## src/rtl/decode_stage_reg.sv

```systemverilog
// Registered decode stage for the 9-bit accumulator ISA: ID/EX control register with
// stall/flush/bubble handling, halt drain sequencing, saturating count and sticky illegal flag.
module decode_stage_reg #(
    parameter int INSTR_W    = 9,
    parameter int OPC_W      = 5,
    parameter int RADDR_W    = 5,
    parameter int CNT_W      = 32,
    parameter int HALT_DRAIN = 3
) (
    input  logic               clk,
    input  logic               reset,
    input  logic [INSTR_W-1:0] instr_in,
    input  logic               valid_in,
    input  logic               stall,
    input  logic               flush,
    output logic               valid_out,
    output logic [RADDR_W-1:0] rd0,
    output logic [RADDR_W-1:0] rd1,
    output logic [RADDR_W-1:0] wr_reg,
    output logic               wr_en,
    output logic [3:0]         alu_op,
    output logic               mem_rd,
    output logic               mem_wr,
    output logic [1:0]         reg_to_mem,
    output logic               move,
    output logic               imm,
    output logic [1:0]         quarter,
    output logic               branch,
    output logic               jump,
    output logic               halting,
    output logic               halted,
    output logic               illegal,
    output logic [CNT_W-1:0]   instr_count
);

    typedef struct packed {
        logic               valid;
        logic [RADDR_W-1:0] rd0;
        logic [RADDR_W-1:0] rd1;
        logic [RADDR_W-1:0] wr_reg;
        logic               wr_en;
        logic [3:0]         alu_op;
        logic               mem_rd;
        logic               mem_wr;
        logic [1:0]         reg_to_mem;
        logic               move;
        logic               imm;
        logic [1:0]         quarter;
        logic               branch;
        logic               jump;
    } ctrl_t;

    localparam ctrl_t BUBBLE = '{wr_reg: {RADDR_W{1'b1}}, default: '0};

    localparam logic [1:0] S_RUN    = 2'd0;
    localparam logic [1:0] S_DRAIN  = 2'd1;
    localparam logic [1:0] S_HALTED = 2'd2;

    localparam logic [3:0] DRAIN_INIT = 4'(HALT_DRAIN - 1);

    localparam logic [RADDR_W-1:0] R_ADR  = RADDR_W'(4);
    localparam logic [RADDR_W-1:0] R_MATH = RADDR_W'(5);
    localparam logic [RADDR_W-1:0] R_CNT  = RADDR_W'(7);

    ctrl_t            ctrl_q, ctrl_d, dec;
    logic [1:0]       state_q, state_d;
    logic [3:0]       dcnt_q, dcnt_d;
    logic [CNT_W-1:0] cnt_q, cnt_d;
    logic             ill_q, ill_d;
    logic             legal, is_halt, advance;
    logic [OPC_W-1:0] opcode;
    logic [RADDR_W-1:0] fa, fb;
    int unsigned      op;

    assign opcode = instr_in[INSTR_W-1 -: OPC_W];
    assign fa     = {{(RADDR_W-2){1'b0}}, instr_in[3:2]};
    assign fb     = {{(RADDR_W-2){1'b0}}, instr_in[1:0]};

    always_comb begin
        op        = 32'(opcode);
        dec       = BUBBLE;
        dec.valid = 1'b1;
        legal     = 1'b1;
        is_halt   = 1'b0;
        case (op)
            0, 1: begin
                dec.rd0 = fa; dec.rd1 = R_MATH; dec.wr_reg = fb; dec.wr_en = 1'b1;
                dec.alu_op = 4'(op);
            end
            2: begin
                dec.move = 1'b1; dec.rd0 = fa; dec.wr_reg = fb; dec.wr_en = 1'b1;
            end
            3, 4, 5: begin
                dec.move = 1'b1; dec.rd0 = fb; dec.wr_en = 1'b1;
                dec.wr_reg = (op == 3) ? R_ADR : (op == 4) ? R_MATH : R_CNT;
            end
            6: begin
                dec.imm = 1'b1; dec.wr_reg = R_ADR; dec.wr_en = 1'b1;
            end
            7, 8, 9: begin
                dec.move = 1'b1; dec.wr_reg = fb; dec.wr_en = 1'b1;
                dec.rd0 = (op == 7) ? R_ADR : (op == 8) ? R_MATH : R_CNT;
            end
            10, 11, 12, 13: begin
                dec.move = 1'b1; dec.rd0 = fa; dec.wr_reg = fb; dec.wr_en = 1'b1;
                dec.quarter = 2'(op - 32'd10);
            end
            14: begin
                dec.imm = 1'b1; dec.wr_reg = R_MATH; dec.wr_en = 1'b1;
            end
            15, 16, 17, 18, 19: begin
                dec.branch = 1'b1; dec.rd0 = fa; dec.rd1 = fb;
                case (op)
                    15:      dec.alu_op = 4'd7;
                    16:      dec.alu_op = 4'd8;
                    17:      dec.alu_op = 4'd6;
                    18:      dec.alu_op = 4'd5;
                    default: dec.alu_op = 4'd4;
                endcase
            end
            20, 21: begin
                dec.rd0 = fa; dec.wr_reg = fb; dec.wr_en = 1'b1;
                dec.alu_op = (op == 20) ? 4'd2 : 4'd3;
            end
            22: begin
                dec.mem_rd = 1'b1; dec.rd1 = R_ADR; dec.wr_reg = fb; dec.wr_en = 1'b1;
            end
            23: begin
                dec.mem_wr = 1'b1; dec.rd1 = R_ADR; dec.reg_to_mem = instr_in[1:0];
            end
            24: begin
                dec.branch = 1'b1; dec.jump = 1'b1; dec.alu_op = 4'd7;
            end
            25: begin
                dec.imm = 1'b1; dec.wr_reg = fb; dec.wr_en = 1'b1;
            end
            26:      is_halt = 1'b1;
            default: legal = 1'b0;
        endcase
    end

    // A flush still counts as a drain step; only a plain stall freezes the stage.
    assign advance = flush || !stall;

    always_comb begin
        ctrl_d  = ctrl_q;
        state_d = state_q;
        dcnt_d  = dcnt_q;
        cnt_d   = cnt_q;
        ill_d   = ill_q;
        if (advance) begin
            ctrl_d = BUBBLE;
            if (state_q == S_DRAIN) begin
                if (dcnt_q == 4'd0) state_d = S_HALTED;
                else                dcnt_d  = dcnt_q - 4'd1;
            end else if (state_q == S_RUN && valid_in && !flush) begin
                if (!legal) begin
                    ill_d = 1'b1;
                end else begin
                    if (cnt_q != {CNT_W{1'b1}}) cnt_d = cnt_q + CNT_W'(1);
                    if (is_halt) begin
                        state_d = S_DRAIN;
                        dcnt_d  = DRAIN_INIT;
                    end else begin
                        ctrl_d = dec;
                    end
                end
            end
        end
    end

    always_ff @(posedge clk) begin
        if (reset) begin
            ctrl_q  <= BUBBLE;
            state_q <= S_RUN;
            dcnt_q  <= 4'd0;
            cnt_q   <= '0;
            ill_q   <= 1'b0;
        end else begin
            ctrl_q  <= ctrl_d;
            state_q <= state_d;
            dcnt_q  <= dcnt_d;
            cnt_q   <= cnt_d;
            ill_q   <= ill_d;
        end
    end

    assign valid_out   = ctrl_q.valid;
    assign rd0         = ctrl_q.rd0;
    assign rd1         = ctrl_q.rd1;
    assign wr_reg      = ctrl_q.wr_reg;
    assign wr_en       = ctrl_q.wr_en;
    assign alu_op      = ctrl_q.alu_op;
    assign mem_rd      = ctrl_q.mem_rd;
    assign mem_wr      = ctrl_q.mem_wr;
    assign reg_to_mem  = ctrl_q.reg_to_mem;
    assign move        = ctrl_q.move;
    assign imm         = ctrl_q.imm;
    assign quarter     = ctrl_q.quarter;
    assign branch      = ctrl_q.branch;
    assign jump        = ctrl_q.jump;
    assign halting     = (state_q == S_DRAIN);
    assign halted      = (state_q == S_HALTED);
    assign illegal     = ill_q;
    assign instr_count = cnt_q;

endmodule

```

## config.mk

```make
export PLATFORM = sky130hd
export DESIGN_NAME = decode_stage_reg
export DESIGN_NICKNAME = d
export VERILOG_FILES = /design/src/rtl/decode_stage_reg.sv
export SDC_FILE = /design/constraint.sdc
export NUM_CORES = 1
export LEC_CHECK = 0
export CAP_MARGIN = 20
export CORE_MARGIN = 2
export CORE_UTILIZATION = 50
export CTS_CLUSTER_SIZE = 16
export DETAILED_ROUTE_END_ITERATION = 10
export DONT_BUFFER_PORTS = 1
export GPL_TIMING_DRIVEN = 0
export HOLD_SLACK_MARGIN = 0.05
export SYNTH_ARGS = -nofsm -noshare
export SYNTH_HDL_FRONTEND = slang
export SYNTH_SLANG_ARGS = --single-unit
```

## constraint.sdc

```tcl
create_clock -name clk -period 2.19 [get_ports clk]
set_input_delay 0.3285 -clock clk [delete_from_list [all_inputs] [get_ports clk]]
set_output_delay 0.3285 -clock clk [all_outputs]
set_load 0.005 [all_outputs]
```

---- Word-level counts from Yosys, hierarchy flattened ----
Index checks and enable logic that the tools add are counted.
storage, ports and cells
  bits in registers ....................... 70
  input port bits ......................... 14
  output and inout port bits .............. 66
  word-level logic and storage cells ...... 115
operators by class
  mux-type cells .......................... 33
  $add $sub $neg .......................... 3
  reductions and logical operators ........ 28
  equal/unequal tests ..................... 31
  bitwise logic cells ..................... 2
operator list
  kind                                                                   number
  31-bit two-way mux                                                     4
  5-bit equality test, second input constant                             11
  5-bit by 4-bit equality test with 1-bit output, second input constant  8
  32-bit by 1-bit adder with 32-bit output, second input constant        1
  32-bit inequality test, second input constant                          1
  4-bit case mux with 4 select lines                                     2
  14-bit OR reduction                                                    2
  27-bit OR reduction                                                    1
  6-bit case mux with 4 select lines                                     1
  5-bit by 3-bit equality test with 1-bit output, second input constant  4
  2-bit two-way mux                                                      10
  4-bit two-way mux                                                      5
  3-bit case mux with 3 select lines                                     2
  5-bit AND reduction                                                    3
  11-bit OR reduction                                                    1
  5-bit by 2-bit equality test with 1-bit output, second input constant  2
  3-bit OR reduction                                                     3
  1-bit two-way mux                                                      8
  2-bit nonzero test                                                     3
  2-bit OR reduction                                                     3
  6-bit OR reduction                                                     1
  5-bit by 1-bit equality test with 1-bit output, second input constant  1
  5-bit zero test                                                        1
  5-bit OR reduction                                                     1
  other kinds (15)                                                       18

---- Logic depth before layout (Yosys ltp) ----
  depth in word-level cells ............... 8
  mapped depth ............................ 7
  gate-level depth less buffers ........... 7

---- Worst setup path after synthesis ----
OpenSTA, ideal clock, no wires.
  path type ............................... reg2reg
  start ................................... register cnt_q[0] (netlist: instr_count[0])
  end ..................................... register cnt_q[5] (netlist: instr_count[5])
  setup time .............................. 123 ps
  path buffers ............................ 0
  required time ........................... 2067 ps
  path slack .............................. 217 ps
  stages on the path, launching flop included .. 7
  arrival ................................. 1849 ps
  period minus slack after synthesis ...... 1973 ps
  path through ............................ dfxtp_1 ha_1 nand4_1 nor4_4 a21oi_1 nand3_1 mux2_1
between the ends
  cells in the longest elaborated chain, start to end .. 2
  elaborated cells on any way between the ends .. 3
  classes of those cells .................. 1 x add/sub; 1 x eq/ne; 1 x reduce/logical
RTL lines
  item                                                                              line  source
  start: declaration                                                                68    logic [CNT_W-1:0] cnt_q, cnt_d;
  start signal: assignment                                                          183   cnt_q <= cnt_d;
  branches (longest 2 deep; another with 32-bit by 1-bit adder with 32-bit output)  -
Several ways; the timed one is not identified.
A chain may end at the register's enable or synchronous reset.

---- Final worst setup path ----
  start ................................... register cnt_q[6] (netlist: instr_count[6])
  end ..................................... register cnt_q[19] (netlist: instr_count[19])
The elaborated chain is that of the path after synthesis.

==> results.rst <==
.. list-table::
   :header-rows: 1

   * - Metric
     - Value
   * - CTS H-tree depth
     - 3
   * - Inserted Clock Buffers
     - 9
   * - Post-Synth XOR/XNOR Area
     - 3.77%
   * - Maximum clock skew at final layout
     - 14.7 ps
   * - Ranking of synthesized cells by area
     - sky130_fd_sc_hd__dfxtp_1 35%, sky130_fd_sc_hd__nor2_1 5.9%, sky130_fd_sc_hd__a21oi_1 5.7%, sky130_fd_sc_hd__xnor2_1 3.8%, sky130_fd_sc_hd__nand2_1 3.2%
   * - Half-perimeter wire length of the detailed placement result
     - 7.37 mm
   * - Ratio of final minimum period to clock period
     - 93.9%
   * - Post-place setup slack
     - -166 ps
   * - Final Cell Area
     - 4140 um^2
   * - Routed via count
     - 3545
   * - Depth of the critical timing path with buffers and inverters included
     - 5
   * - Vias in the first global route
     - 3364
   * - Flop2flop setup slack
     - 130 ps
   * - Final cell count without fillers
     - 580
   * - WL final
     - 10.3 mm
   * - Cell taking the most area after synthesis
     - sky130_fd_sc_hd__dfxtp_1
   * - Crit-path slowest cell
     - sky130_fd_sc_hd__or3_4
   * - Static power due to leakage
     - 1.41 nW
   * - Compound-Gate Fraction of Synth Area
     - 23.2%
   * - Final weighted congestion in routability-driven placement
     - 0.932
   * - Synth top area share
     - 35.0%
   * - Cell area power density
     - 591 nW/um^2
   * - Clock latency at the later pin of the worst-skew pair
     - 350 ps
   * - Distinct cells, synth
     - 70
   * - Pre-Repair DR Iteration Count
     - 5
   * - DRC errors left
     - 0
   * - DIE AREA
     - 8150 um^2
   * - Startpoint class of the critical path
     - flop
   * - Fraction of final layout cells with drive strength greater than 1
     - 12.7%
   * - Antenna Diode Count
     - 0
   * - Headroom to the max-slew limit
     - 59.5%
   * - Depth of the worst register-to-register path
     - 5
   * - GRT Util Overall
     - 25.6%
   * - Height of the die
     - 90.3 um
   * - Share of the yosys chip area belonging to registers
     - 35.0%
   * - Die width
     - 90.3 um
   * - Area growth from synthesis to layout
     - 11.3%
   * - Area after DPL
     - 3850 um^2
   * - Hold Crit Class
     - input pin to flop
   * - Flip-flop and latch count after synthesis
     - 65
   * - Max Fanout on Critical Path
     - 7
   * - Post-Syn Instances
     - 457
   * - Hold buffer count at CTS
     - 0
   * - Final setup violation count
     - 0
   * - Worst setup path category
     - flop to flop
   * - Share of synthesized flip-flops with an asynchronous set or reset
     - 0%
   * - Number of antenna violations at the first check in global routing
     - 0
   * - Max-slew violations
     - 0
   * - Post-route setup slack
     - 134 ps
   * - Clock transition at the register clock pins on the worst setup and hold paths after CTS
     - 80 ps
   * - Number of placed I/O pins
     - 80
   * - Mux share of post-synthesis cell area
     - 1.48%
   * - Pin count of the biggest net entering global routing
     - 11
   * - Setup repair after global routing missed its margin
     - false
   * - Effective utilization at floorplan
     - 51.6%
   * - # rows
     - 31
   * - Adder and majority gate portion of the synthesized area
     - 1.01%
   * - Reg-to-reg startpoint
     - instr_count[6]$_SDFFE_PP0P_
   * - Combined area of the multi-input logic cells
     - 2260 um^2
   * - Buffers from clock root to sink, at most
     - 2
   * - RR Endpoint
     - instr_count[19]$_SDFFE_PP0P_
   * - Worst-Margin Slew
     - 608 ps
   * - # nets final
     - 494
   * - Hold path cells
     - 2
   * - Warning count from the yosys run
     - 0
   * - Fmax
     - 0.486 GHz
   * - Area taken by flip-flops and latches
     - 1310 um^2
   * - Main synth FF type
     - sky130_fd_sc_hd__dfxtp_1
   * - Final-layout worst hold slack
     - 131 ps
   * - Max-capacitance violation count
     - 0
   * - Floorplan core area
     - 7210 um^2
   * - Flip-flop count of the largest register, all copies and words added
     - 32
   * - Cell total after placement
     - 559
   * - End of the critical path
     - instr_count[19]$_SDFFE_PP0P_
   * - Number of antenna-violating nets in the routed design
     - 0
   * - Per-cell via count in the routed design
     - 6.11
   * - Final hold violations
     - 0
   * - Largest incremental delay on the critical path
     - 490 ps
   * - Leading post-synthesis cells by instance count
     - 65 x sky130_fd_sc_hd__dfxtp_1, 58 x sky130_fd_sc_hd__nor2_1, 42 x sky130_fd_sc_hd__a21oi_1, 32 x sky130_fd_sc_hd__nand2_1, 19 x sky130_fd_sc_hd__clkbuf_1
   * - Fill cell instance count of the final layout
     - 698
   * - First-pass GRT wire length
     - 16.8 mm
   * - Root buffer cell
     - sky130_fd_sc_hd__clkbuf_8
   * - Cell with the most instances after synthesis
     - sky130_fd_sc_hd__dfxtp_1
   * - Top Family by Delay on Critical Path
     - simple AND/OR/NAND/NOR gates
   * - Area of the mapped netlist
     - 3720 um^2
   * - Average routed wire per standard cell
     - 17.8 um
   * - # clock sinks
     - 65
   * - Data required, critical path
     - 2430 ps
   * - Time the final worst path needs with I/O delays and setup
     - 2060 ps
   * - Arrival time of the worst setup path
     - 2300 ps
   * - Crit-path cells
     - nand4_2 > or3_4 > a211oi_4 > nand4_1 > mux2_1
   * - Worst path bufs/invs
     - 0
   * - Worst vdd ir
     - 0.420 mV
   * - DRT iter0 DRCs
     - 191
   * - Largest family of logic cells by synthesized area
     - simple AND/OR/NAND/NOR gates
   * - Result of the run
     - finished, final reports clean
   * - Endpoint kind of the worst setup timing path
     - flop
   * - Synthesized area divided by synthesized cell count
     - 8.14 um^2
   * - Synth Area in Simple Gates
     - 29.8%
   * - First element of the critical path
     - instr_count[6]$_SDFFE_PP0P_
   * - Overflow left after global routing
     - 0
   * - Buffers added on ports
     - 0
   * - CTS tree
     - done
   * - Number of flops mapped to enable cells by yosys
     - 0
cell usage in the layout, fill, tap and decap left out, types with 4 or more instances in the layout:
master	Yosys	routed
sky130_fd_sc_hd__inv_1	14	14
sky130_fd_sc_hd__clkbuf_1	19	19
sky130_fd_sc_hd__buf_1	5	5
sky130_fd_sc_hd__clkbuf_8	0	11
sky130_fd_sc_hd__a21oi_1	42	42
sky130_fd_sc_hd__nor3_1	12	11
sky130_fd_sc_hd__a2111oi_2	4	4
sky130_fd_sc_hd__mux2_1	4	4
sky130_fd_sc_hd__a211oi_1	4	4
sky130_fd_sc_hd__o22ai_1	5	5
sky130_fd_sc_hd__or3_1	8	8
sky130_fd_sc_hd__xnor2_1	16	16
sky130_fd_sc_hd__a22oi_1	8	8
sky130_fd_sc_hd__and4_1	4	4
sky130_fd_sc_hd__and2_1	5	5
sky130_fd_sc_hd__o21ai_1	9	9
sky130_fd_sc_hd__nand2_1	32	32
sky130_fd_sc_hd__o21ai_0	13	13
sky130_fd_sc_hd__nor4_2	4	5
sky130_fd_sc_hd__nand3_1	18	17
sky130_fd_sc_hd__nor2b_1	11	11
sky130_fd_sc_hd__conb_1	1	4
sky130_fd_sc_hd__nand4_1	12	12
sky130_fd_sc_hd__nand2b_1	8	8
sky130_fd_sc_hd__nor2_1	58	58
sky130_fd_sc_hd__buf_4	6	12
sky130_fd_sc_hd__dfxtp_1	65	62
per-stage QoR:
stage                     setup TNS (ps)  power, W  util [%]
after global placement              -810   0.00143      53.4
after CTS                              0   0.00247      56.5
after floorplan                        0   0.00138         -
final                                  0   0.00245      57.4
after global routing                   0   0.00253      57.4
after detailed placement            -677   0.00143      53.4
cells by family after synthesis:
family                     count (synthesis)
xor gates and xnor gates                  16
buffers and inverters                     49
DFF                                       65
muxes                                      5
and+or+nand+nor                          194
adders and majority gates                  3
other                                      1
AOI/OAI and AO/OA                        124
report_power, final:
group / switching (W) / leakage [nW] / internal [W]
registers: 0.00000705 / 0.526 / 0.00119
logic: 0.000148 / 0.784 / 0.0000676
clock network: 0.000456 / 0.102 / 0.000578
cell type report:
class	instances	share of cell area [%]
Buffer	33	3.66
Multi-Input combinational cell	346	54.6
Clock inverter	3	0.967
Sequential cell	65	31.5
Timing Repair Buffer	6	1.09
Tap cell	99	2.99
Inverter	16	1.45
Clock buffer	12	3.75
worst min path at each step:
stage / start / end / slack [ps]
floorplan: dcnt_q[0]$_SDFFE_PP0P_ / dcnt_q[0]$_SDFFE_PP0P_ / 440
global placement: dcnt_q[0]$_SDFFE_PP0P_ / dcnt_q[0]$_SDFFE_PP0P_ / 460
detailed placement: alu_op[3]$_SDFFE_PP0N_ / alu_op[3]$_SDFFE_PP0N_ / 470
CTS: instr_in[0] / reg_to_mem[0]$_SDFFE_PP0N_ / 130
global route: instr_in[0] / reg_to_mem[0]$_SDFFE_PP0N_ / 130
finish: instr_in[0] / reg_to_mem[0]$_SDFFE_PP0N_ / 130
timing repair:
item                                    4_1_cts  5_1_grt
pin swaps                                     2        4
gates resized for setup                       1       11
endpoints found under the setup margin        7       20
setup buffers                                 3        3
layer usage:
layer	GRT usage [%]	vias up	share of wire (%)
met3	6.43	29	7.5
met4	12.3	0	3.1
met5	0	-	0
met1	31.1	1661	41
met2	42.4	154	48
li1	-	1701	-
Note: power is estimated with default switching activity, not from simulation.
